[src/rtl/mult_seq_pkg.sv]
// Shared CPU definitions for the iterative multiplier.
// Holds the operand/counter widths, the MULT/MULTU funct codes (decoded
// upstream into is_signed) and the state type. The start/busy handshake is
// the same one the divide unit uses: start is honoured only while busy=0,
// and the CPU stalls for as long as busy=1.
package mult_seq_pkg;

    localparam int unsigned MULT_WIDTH = 32;
    localparam int unsigned MULT_CNT_W = 5;

    localparam logic [5:0] FUNCT_MULT  = 6'h18;
    localparam logic [5:0] FUNCT_MULTU = 6'h19;

    // The state is the busy flag itself.
    typedef enum logic {
        ST_IDLE = 1'b0,
        ST_RUN  = 1'b1
    } mult_state_e;

endpackage

[src/rtl/mult_step.sv]
// One radix-2 shift-add iteration.
// Ports:
//   acc        - partial-product accumulator (WIDTH+1 bits, top bit always 0)
//   sr         - shift register: remaining multiplier bits low, product bits high
//   magb       - unsigned magnitude of operand B
//   acc_next_c - accumulator after conditional add and right shift
//   sr_next_c  - shift register after right shift
module mult_step #(
    parameter int unsigned WIDTH = 32
) (
    input  logic [WIDTH:0]   acc,
    input  logic [WIDTH-1:0] sr,
    input  logic [WIDTH-1:0] magb,
    output logic [WIDTH:0]   acc_next_c,
    output logic [WIDTH-1:0] sr_next_c
);

    logic [WIDTH:0] sum_c;

    // Add magB when the current multiplier bit is set, then shift {acc,sr} right.
    always_comb begin
        sum_c      = acc + (sr[0] ? {1'b0, magb} : '0);
        acc_next_c = {1'b0, sum_c[WIDTH:1]};
        sr_next_c  = {sum_c[0], sr[WIDTH-1:1]};
    end

endmodule

[src/rtl/mult_seq.sv]
// Iterative MULT/MULTU unit: one product bit per falling edge, 32 iterations,
// shift-add on operand magnitudes with a final sign correction.
// Ports:
//   clk          - clock, all state updates on the falling edge
//   reset        - synchronous active-high reset
//   multiplicand - operand A (rs)
//   multiplier   - operand B (rt)
//   is_signed    - 1 = MULT, 0 = MULTU
//   start        - request, accepted only while busy=0
//   hi, lo       - registered 64-bit product, upper/lower halves
//   busy         - high while iterating
//   done         - one-cycle pulse on the edge hi/lo update
module mult_seq
    import mult_seq_pkg::*;
#(
    parameter int unsigned WIDTH = MULT_WIDTH,
    parameter int unsigned CNT_W = MULT_CNT_W
) (
    input  logic             clk,
    input  logic             reset,
    input  logic [WIDTH-1:0] multiplicand,
    input  logic [WIDTH-1:0] multiplier,
    input  logic             is_signed,
    input  logic             start,
    output logic [WIDTH-1:0] hi,
    output logic [WIDTH-1:0] lo,
    output logic             busy,
    output logic             done
);

    localparam int unsigned PW = 2 * WIDTH;
    localparam logic [CNT_W-1:0] LAST = CNT_W'(WIDTH - 1);

    mult_state_e      state, state_nxt;
    logic [WIDTH:0]   acc, acc_nxt;
    logic [WIDTH-1:0] sr, sr_nxt;
    logic [WIDTH-1:0] magb, magb_nxt;
    logic             neg, neg_nxt;
    logic [CNT_W-1:0] count, count_nxt;
    logic [WIDTH-1:0] hi_nxt, lo_nxt;
    logic             done_nxt;

    logic [WIDTH-1:0] mag_a_c, mag_b_c;
    logic [WIDTH:0]   step_acc_c;
    logic [WIDTH-1:0] step_sr_c;
    logic [PW-1:0]    product_c;

    // Operand magnitudes; the most negative value maps onto itself as unsigned.
    assign mag_a_c = (is_signed & multiplicand[WIDTH-1]) ? (~multiplicand + WIDTH'(1)) : multiplicand;
    assign mag_b_c = (is_signed & multiplier[WIDTH-1])   ? (~multiplier + WIDTH'(1))   : multiplier;

    mult_step #(.WIDTH(WIDTH)) u_step (
        .acc        (acc),
        .sr         (sr),
        .magb       (magb),
        .acc_next_c (step_acc_c),
        .sr_next_c  (step_sr_c)
    );

    // Next-state and datapath update.
    always_comb begin
        state_nxt = state;
        acc_nxt   = acc;
        sr_nxt    = sr;
        magb_nxt  = magb;
        neg_nxt   = neg;
        count_nxt = count;
        hi_nxt    = hi;
        lo_nxt    = lo;
        done_nxt  = 1'b0;
        product_c = '0;
        case (state)
            ST_IDLE: begin
                if (start) begin
                    state_nxt = ST_RUN;
                    acc_nxt   = '0;
                    sr_nxt    = mag_a_c;
                    magb_nxt  = mag_b_c;
                    neg_nxt   = is_signed & (multiplicand[WIDTH-1] ^ multiplier[WIDTH-1]);
                    count_nxt = '0;
                end
            end
            ST_RUN: begin
                acc_nxt   = step_acc_c;
                sr_nxt    = step_sr_c;
                count_nxt = count + CNT_W'(1);
                if (count == LAST) begin
                    state_nxt = ST_IDLE;
                    done_nxt  = 1'b1;
                    product_c = {step_acc_c[WIDTH-1:0], step_sr_c};
                    // Negating zero yields zero, so no sign artefact on a zero operand.
                    if (neg) begin
                        product_c = ~product_c + PW'(1);
                    end
                    hi_nxt = product_c[PW-1:WIDTH];
                    lo_nxt = product_c[WIDTH-1:0];
                end
            end
            default: state_nxt = ST_IDLE;
        endcase
    end

    // State and datapath registers, falling edge to match the divide unit.
    always_ff @(negedge clk) begin
        if (reset) begin
            state <= ST_IDLE;
            acc   <= '0;
            sr    <= '0;
            magb  <= '0;
            neg   <= 1'b0;
            count <= '0;
            hi    <= '0;
            lo    <= '0;
            done  <= 1'b0;
        end else begin
            state <= state_nxt;
            acc   <= acc_nxt;
            sr    <= sr_nxt;
            magb  <= magb_nxt;
            neg   <= neg_nxt;
            count <= count_nxt;
            hi    <= hi_nxt;
            lo    <= lo_nxt;
            done  <= done_nxt;
        end
    end

    assign busy = (state == ST_RUN);

endmodule

[config.mk]
export PLATFORM = sky130hd
export DESIGN_NAME = mult_seq
export DESIGN_NICKNAME = d
export VERILOG_FILES = /design/src/rtl/mult_seq_pkg.sv /design/src/rtl/mult_step.sv /design/src/rtl/mult_seq.sv
export SDC_FILE = /design/constraint.sdc
export NUM_CORES = 1
export LEC_CHECK = 0
export BUFFER_PORTS_ARGS = -buffer_cell sky130_fd_sc_hd__buf_2
export CORE_ASPECT_RATIO = 1.4
export CORE_MARGIN = 2
export CORE_UTILIZATION = 61
export CTS_BUF_LIST = sky130_fd_sc_hd__clkbuf_8
export CTS_CLUSTER_DIAMETER = 100
export DETAILED_ROUTE_END_ITERATION = 10
export PLACE_DENSITY = 0.93
export SYNTH_ARGS = -nofsm -noshare
export SYNTH_HDL_FRONTEND = slang
export SYNTH_SLANG_ARGS = --single-unit
[constraint.sdc]
create_clock -name clk -period 11.5 [get_ports clk]
set_input_delay 0.575 -clock clk [delete_from_list [all_inputs] [get_ports clk]]
set_output_delay 0.575 -clock clk [all_outputs]
set_load 0.01 [all_outputs]
==> impl_metrics.toml, run 1 <==
[floorplanning]
row_count = 58
die_width_um = 118
vertical_die_dimension_um = 163
core_area_um2 = 17900
design.die.area_um2 = 19200
initial_utilization = 0.620
floorplan.io_pins = 134

[logic_synthesis]
number_of_enable_type_register_cells_in_the_synthesized_netlist = 0
synth_fp_nets = 1540
syn-cell-area_um2 = 11100
synth.avg_cell_area_um2 = 7.72
ys_warn_count = 0
synth-seq-cells = 168
syn_inst = 1434
synth_seq_area_share = 0.304
share_of_async_settable_or_async_resettable_flops_after_synthesis = 0
synth.lib_cells_used.distinct = 79
dominantRegCellSynth = "sky130_fd_sc_hd__dfxtp_1"

[finish]
most-common-layout-cells = "sky130_fd_sc_hd__inv_1 (190), sky130_fd_sc_hd__dfxtp_1 (167), sky130_fd_sc_hd__nor2_1 (161)"
fill_cells = 1416
final_common_cell = "sky130_fd_sc_hd__inv_1"
final_net_count = 1775
share_of_final_layout_standard_cells_stronger_than_drive_strength_1 = 0.118
final_area_um2 = 12800
area_growth_pct = 15.7

[grt]
global_route_wire_length_before_repair_um = 53500
vias_in_the_first_global_route = 11700
grt_start_max_net_pins = 103
grt_overflow_total = 0
number_of_antenna_violations_at_the_first_check_in_global_routing = 1
overall_fraction_of_global_route_tracks_in_use = 0.342

[worst_setup_path]
crit_path_start_kind = "primary input"
end_kind = "flop"
worst_r2r_startpoint = "sr[0]"
critPathMaxFanout = 6
path_class = "in -> reg"
worst_path_max_delay_cell = "sky130_fd_sc_hd__or4b_2"
critical_path_arrival_ns = 3.67
crit_start = "multiplicand[8]"
critical-path-top-delay-family = "simple AND/OR/NAND/NOR gates"
worstPathCellList = "buf_2 > or4_1 > or3_1 > or4b_2 > o21ai_0 > o21a_1 > o21a_1 > xnor2_1 > nand2_1 > a221oi_1"
crit_path_max_incr_delay_ns = 0.66
critical_path_required_ns = 6.12
cp.buffers_inverters = 1
worst_path_most_repeated_cell = "sky130_fd_sc_hd__o21a_1"

[clocking]
cts_buffer_depth = 2
clock_tree.root_cell = "sky130_fd_sc_hd__clkbuf_8"
num_cts_buffers = 17
postCtsSetupRepairBufs = 0
tritoncts_num_sinks = 168
ctsHtreeMaxLevel = 4
clk-insertion-delay-late_ns = 0.52
cts.reportedPaths.clkPinSlew_ns = 0.04
cts-resized-gates = 0
tritoncts_clock_tree = "done"
cts_hold_repair.buffers = 0

[route]
post-route-drc-count = 0
routed-via-count = 12000
detailedRoute.firstIterationViolations = 1022
vias_per_cell = 6.26
routed_wl_um = 33400
detail_route.wl_per_cell_um = 17.4
antenna_violating_nets_post_route = 0
first_pass_iters = 7

[run_status]
outcome = "complete, no violations"

[placed_design]
gp_congestion = 0.992
placed_instance_area_um2 = 11800
port_buffers = 133
dp_slack_ns = 2.12
dp_hpwl_um = 23500

[power]
ir_worst_vdd_mv = 0.0751
fin_total_pwr_mw = 1.52
cellLeakagePower_nw = 5.80
powerDensity_nw_per_um2 = 119

[sta]
holdWs_ns = 0.440
timing.clock.skew_ns = 0.0439
setup-tns-final_ns = 0
final_setup_vio_count = 0
finalMaxSlewViolations = 0
worst_pin_slew_ns = 1.13
grt_setup_unrepaired = "no"
hold_viol = 0
slew_headroom = 0.243
final_critical_path_setup_slack_ns = 2.46

[job]
maxCapViolCount = 0

[hold_path]
hold_path.class = "reg -> reg"
worst_hold_startpoint = "lo[6]"
[through the flow]
| stage | std cells | utilization |
|---|---|---|
| 3_3_place_gp | 1723 | 0.659 |
| 2_1_floorplan | 1434 | - |
| 3_5_place_dp | 1723 | 0.659 |
| 5_1_grt | 1922 | 0.717 |
| 6_report | 1922 | 0.717 |
| 4_1_cts | 1921 | 0.717 |
[worst register-to-register path: cells and delay by family (launching register included)]
kind,cells,cell delay [ns]
compound gates,5,1.92
fa+ha+maj,1,0.31
flops,1,1.04
simple gates,5,1.77
[path summary, 6_finish.rpt]
check        endpoint  slack (ns)  depth (start not counted)
min             lo[6]        0.44                          2
min reg2reg     lo[6]        0.44                          2
max            sr[30]        2.46                         10
max reg2reg    hi[28]        6.33                         11
[cell type report]
| class | instances | area, um^2 | area share |
|---|---|---|---|
| clock buffers | 17 | 234 | 0.0183 |
| multi-input cells | 1152 | 7290 | 0.570 |
| inverters | 21 | 78.8 | 0.00616 |
| repair buffers | 141 | 726 | 0.0567 |
| clock inverters | 182 | 801 | 0.0626 |
| well taps | 240 | 300 | 0.0235 |
| diodes | 1 | 2.50 | 0.000196 |
| flip-flops and latches | 168 | 3370 | 0.263 |
[routing by layer]
| layer | wire length (um) | vias up | share of wire | GRT usage |
|---|---|---|---|---|
| li1 | - | 5714 | - | - |
| met1 | 12600 | 5598 | 0.38 | 0.355 |
| met2 | 17100 | 576 | 0.51 | 0.622 |
| met3 | 2160 | 133 | 0.065 | 0.0758 |
| met4 | 1520 | 2 | 0.045 | 0.217 |
| met5 | 13 | - | 0.00039 | 0 |
[state kept, by name, summed over array words and instances, names as in the netlist]
register	cells
hi	32
lo	32
count	5
neg	1
acc	32
sr	32
busy	1
magb	32
done	1
[power breakdown]
part | internal, mW | switching (mW) | total (mW) | leakage [nW]
Sequential | 0.606 | 0.0252 | 0.631 | 1.37
Clock | 0.275 | 0.409 | 0.684 | 1.10
Combinational | 0.0759 | 0.130 | 0.206 | 3.33
Total | 0.957 | 0.564 | 1.52 | 5.80
[cells by family after synthesis]
logic type | synth area share
fa+ha+maj | 0.0436
mux | 0.0112
xor+xnor | 0.0918
flops | 0.304
simple gates | 0.247
buf+inv | 0.0389
compound gates | 0.264
[cell usage after synthesis, types with 6 or more instances]
master                     number  area, um^2
sky130_fd_sc_hd__a211oi_1      58         435
sky130_fd_sc_hd__nand3_1       12        60.1
sky130_fd_sc_hd__xor2_1        86         753
sky130_fd_sc_hd__a22oi_1       33         248
sky130_fd_sc_hd__a21oi_1       96         480
sky130_fd_sc_hd__dfxtp_1      168        3360
sky130_fd_sc_hd__and4_1         9        78.8
sky130_fd_sc_hd__nor2_1       162         608
sky130_fd_sc_hd__nor2b_1        8        50.1
sky130_fd_sc_hd__o211ai_1       9        67.6
sky130_fd_sc_hd__o21a_1         9        67.6
sky130_fd_sc_hd__buf_1         10        37.5
sky130_fd_sc_hd__mux2i_1        9        90.1
sky130_fd_sc_hd__o21ai_0      125         626
sky130_fd_sc_hd__or4_1         13        97.6
sky130_fd_sc_hd__nor4_1        13        81.3
sky130_fd_sc_hd__nand2b_1       6        37.5
sky130_fd_sc_hd__inv_1         22        82.6
sky130_fd_sc_hd__a311oi_1       7        61.3
sky130_fd_sc_hd__clkbuf_1      80         300
sky130_fd_sc_hd__o41ai_1       13         114
sky130_fd_sc_hd__nor3_1        25         125
sky130_fd_sc_hd__o31ai_1       32         240
sky130_fd_sc_hd__and2_1        54         338
sky130_fd_sc_hd__or2_2          6        37.5
sky130_fd_sc_hd__nand2_1      136         510
sky130_fd_sc_hd__a21o_1        11        82.6
sky130_fd_sc_hd__ha_1          37         463
sky130_fd_sc_hd__or3_1         30         188
sky130_fd_sc_hd__and3_1        10        62.6
sky130_fd_sc_hd__xnor2_1       30         263
sky130_fd_sc_hd__nand4_1       16         100
sky130_fd_sc_hd__nor3b_1       14         105
No activity file was read; power rests on OpenSTA's default activity.
==> run 2: changes to the inputs <==
--- a/config.mk
+++ b/config.mk
@@ -8,11 +8,11 @@
 export BUFFER_PORTS_ARGS = -buffer_cell sky130_fd_sc_hd__buf_2
 export CORE_ASPECT_RATIO = 1.4
 export CORE_MARGIN = 2
-export CORE_UTILIZATION = 61
+export CORE_UTILIZATION = 55
 export CTS_BUF_LIST = sky130_fd_sc_hd__clkbuf_8
 export CTS_CLUSTER_DIAMETER = 100
 export DETAILED_ROUTE_END_ITERATION = 10
-export PLACE_DENSITY = 0.93
+export PLACE_DENSITY = 0.89
 export SYNTH_ARGS = -nofsm -noshare
 export SYNTH_HDL_FRONTEND = slang
 export SYNTH_SLANG_ARGS = --single-unit
==> constraint.sdc (replaced) <==
create_clock -name clk -period 7.6 [get_ports clk]
set_input_delay 0.38 -clock clk [delete_from_list [all_inputs] [get_ports clk]]
set_output_delay 0.38 -clock clk [all_outputs]
set_load 0.01 [all_outputs]
==> run 2 against run 1 <==
Net effect:
- via count decreased by 1.9%
- sequential share of layout area about the same
- critical path type unchanged
- largest power group unchanged
- highest routed layer is now met4
- die area grew 11%
- clock-buffer cell count did not move
- flip-flop and latch count unchanged
- register-to-register slack worse by 3.4 ns
- setup slack worse by 1.7 ns
- non-clock buffer count up 1
- global-route usage fell by 2.9 points
- final cell count is 0.68% higher
==> impl_metrics.toml, run 2 (synthesis gave the netlist of run 1 again) <==
[grt]
vias_in_the_first_global_route = 11500
grt_overflow_total = 0
number_of_antenna_violations_at_the_first_check_in_global_routing = 0
overall_fraction_of_global_route_tracks_in_use = 0.312
grt_start_max_net_pins = 103
global_route_wire_length_before_repair_um = 53100

[power]
p_sw_frac = 0.386
combinationalPowerShare = 0.138
powerDensity_nw_per_um2 = 177
cellLeakagePower_nw = 5.80
fin_total_pwr_mw = 2.27
switching_power_mw = 0.876
internal_power_mw = 1.40
ir_worst_vdd_mv = 0.117
sequentialPowerShare = 0.419
clock_power_share = 0.443

[clocking]
cts_hold_repair.buffers = 0
clk-insertion-delay-late_ns = 0.50
tritoncts_clock_tree = "done"
tritoncts_num_sinks = 168
clock_tree.root_cell = "sky130_fd_sc_hd__clkbuf_8"
num_cts_buffers = 17
cts.reportedPaths.clkPinSlew_ns = 0.04
cts-resized-gates = 0
ctsHtreeMaxLevel = 4
postCtsSetupRepairBufs = 0
cts_buffer_depth = 2

[worst_setup_path]
worst_path_most_repeated_cell = "sky130_fd_sc_hd__or3_1"
cp.buffers_inverters = 1
worst_r2r_startpoint = "sr[0]"
crit_start = "multiplier[0]"
critPathMaxFanout = 6
critical-path-top-delay-family = "simple AND/OR/NAND/NOR gates"
worst-r2r-setup-slack_ns = 2.91
critical_path_arrival_ns = 3.37
crit_path_max_incr_delay_ns = 0.61
timing.critical_path.to = "magb[27]"
timing.reg2reg.worst_path_depth = 13
worstPathCellList = "buf_2 > or3_1 > or4_1 > or3_1 > or4b_1 > o31ai_2 > xor2_1 > a211oi_1"
path_class = "in -> reg"
end_kind = "flop"
worstReg2RegEnd = "hi[28]"
critical_path_required_ns = 4.16
crit_path_start_kind = "primary input"
worst_path_max_delay_cell = "sky130_fd_sc_hd__or4b_1"
worstSetupPathDepth = 8

[placed_design]
port_buffers = 133
dp_slack_ns = 0.387
gp_congestion = 0.956
placed_instance_area_um2 = 11800
dp_hpwl_um = 23400
placedCellCount = 1736

[floorplanning]
die_width_um = 124
initial_utilization = 0.560
core_area_um2 = 19800
floorplan.io_pins = 134
design.die.area_um2 = 21300
vertical_die_dimension_um = 172
row_count = 61

[finish]
area_growth_pct = 15.8
most-common-layout-cells = "sky130_fd_sc_hd__inv_1 (189), sky130_fd_sc_hd__dfxtp_1 (167), sky130_fd_sc_hd__nor2_1 (161)"
final_area_um2 = 12800
finish.cell_count_without_fillers = 1935
share_of_final_layout_standard_cells_stronger_than_drive_strength_1 = 0.119
final_common_cell = "sky130_fd_sc_hd__inv_1"
inserted_diodes = 0
final_net_count = 1776

[sta]
finalMaxSlewViolations = 0
timing.clock.skew_ns = 0.0327
final_critical_path_setup_slack_ns = 0.793
final_setup_vio_count = 0
slew_headroom = 0.183
hold_viol = 0
worst_pin_slew_ns = 1.22
grt_setup_unrepaired = "no"
setup-tns-final_ns = 0

[hold_path]
min_path_cells = 2
hold_path.class = "reg -> reg"

[route]
detail_route.wl_per_cell_um = 17.0
first_pass_iters = 6
post-route-drc-count = 0
vias_per_cell = 6.09
routed-via-count = 11800
detailedRoute.firstIterationViolations = 866
routed_wl_um = 32800
antenna_violating_nets_post_route = 0

[run_status]
outcome = "complete, no violations"

[job]
maxCapViolCount = 0
-- run 2: cell count changes in the layout (fill, tap and decap cells not counted), sizes merged --
cell      previous run  this run
clkinv               5         6
clkinvlp             0         1
bufinv               2         0
diode                1         0
buf                141       142
inv                196       197
-- run 2: routing by layer --
| metal | vias to the layer above | wire length (um) | GRT usage |
|---|---|---|---|
| li1 | 5723 | - | - |
| met2 | 513 | 16600 | 0.537 |
| met1 | 5427 | 12500 | 0.331 |
| met5 | - | 0 | 0 |
| met3 | 126 | 2040 | 0.0773 |
| met4 | 0 | 1680 | 0.213 |
-- run 2: per-stage QoR --
stage | util | hold slack, ns
3_3_place_gp | 0.596 | 0.431
2_1_floorplan | - | 0.427
3_5_place_dp | 0.596 | 0.436
4_1_cts | 0.648 | 0.444
6_report | 0.648 | 0.440
5_1_grt | 0.648 | 0.459
-- run 2: power groups by stage --
stage                     Sequential, mW  Combinational, mW  Clock, mW
after floorplan                    0.949              0.223      0.134
after global placement             0.961              0.297      0.134
after detailed placement           0.963              0.306      0.134
after CTS                          0.949              0.309       1.03
after global routing               0.951              0.347       1.13
final                              0.951              0.313       1.01
-- run 2: worst min path at each step --
| stage | from | endpoint |
|---|---|---|
| floorplan | magb[24] | magb[24] |
| global placement | lo[10] | lo[10] |
| detailed placement | lo[21] | lo[21] |
| CTS | hi[14] | hi[14] |
| global route | hi[14] | hi[14] |
| finish | lo[21] | lo[21] |
-- run 2: worst min-delay path, stage by stage, from the launching register on --
cell                      delay [ns]
sky130_fd_sc_hd__dfxtp_1        0.31
sky130_fd_sc_hd__nand2_1        0.04
sky130_fd_sc_hd__o21ai_0        0.05
-- run 2: cell type report --
type	instances	area, um^2
Clock buffer	17	234
Clock inverter	183	796
Fill cell	1690	6950
Inverter	21	78.8
Multi-Input combinational cell	1152	7290
Sequential cell	168	3370
Tap cell	252	315
Timing Repair Buffer	142	733
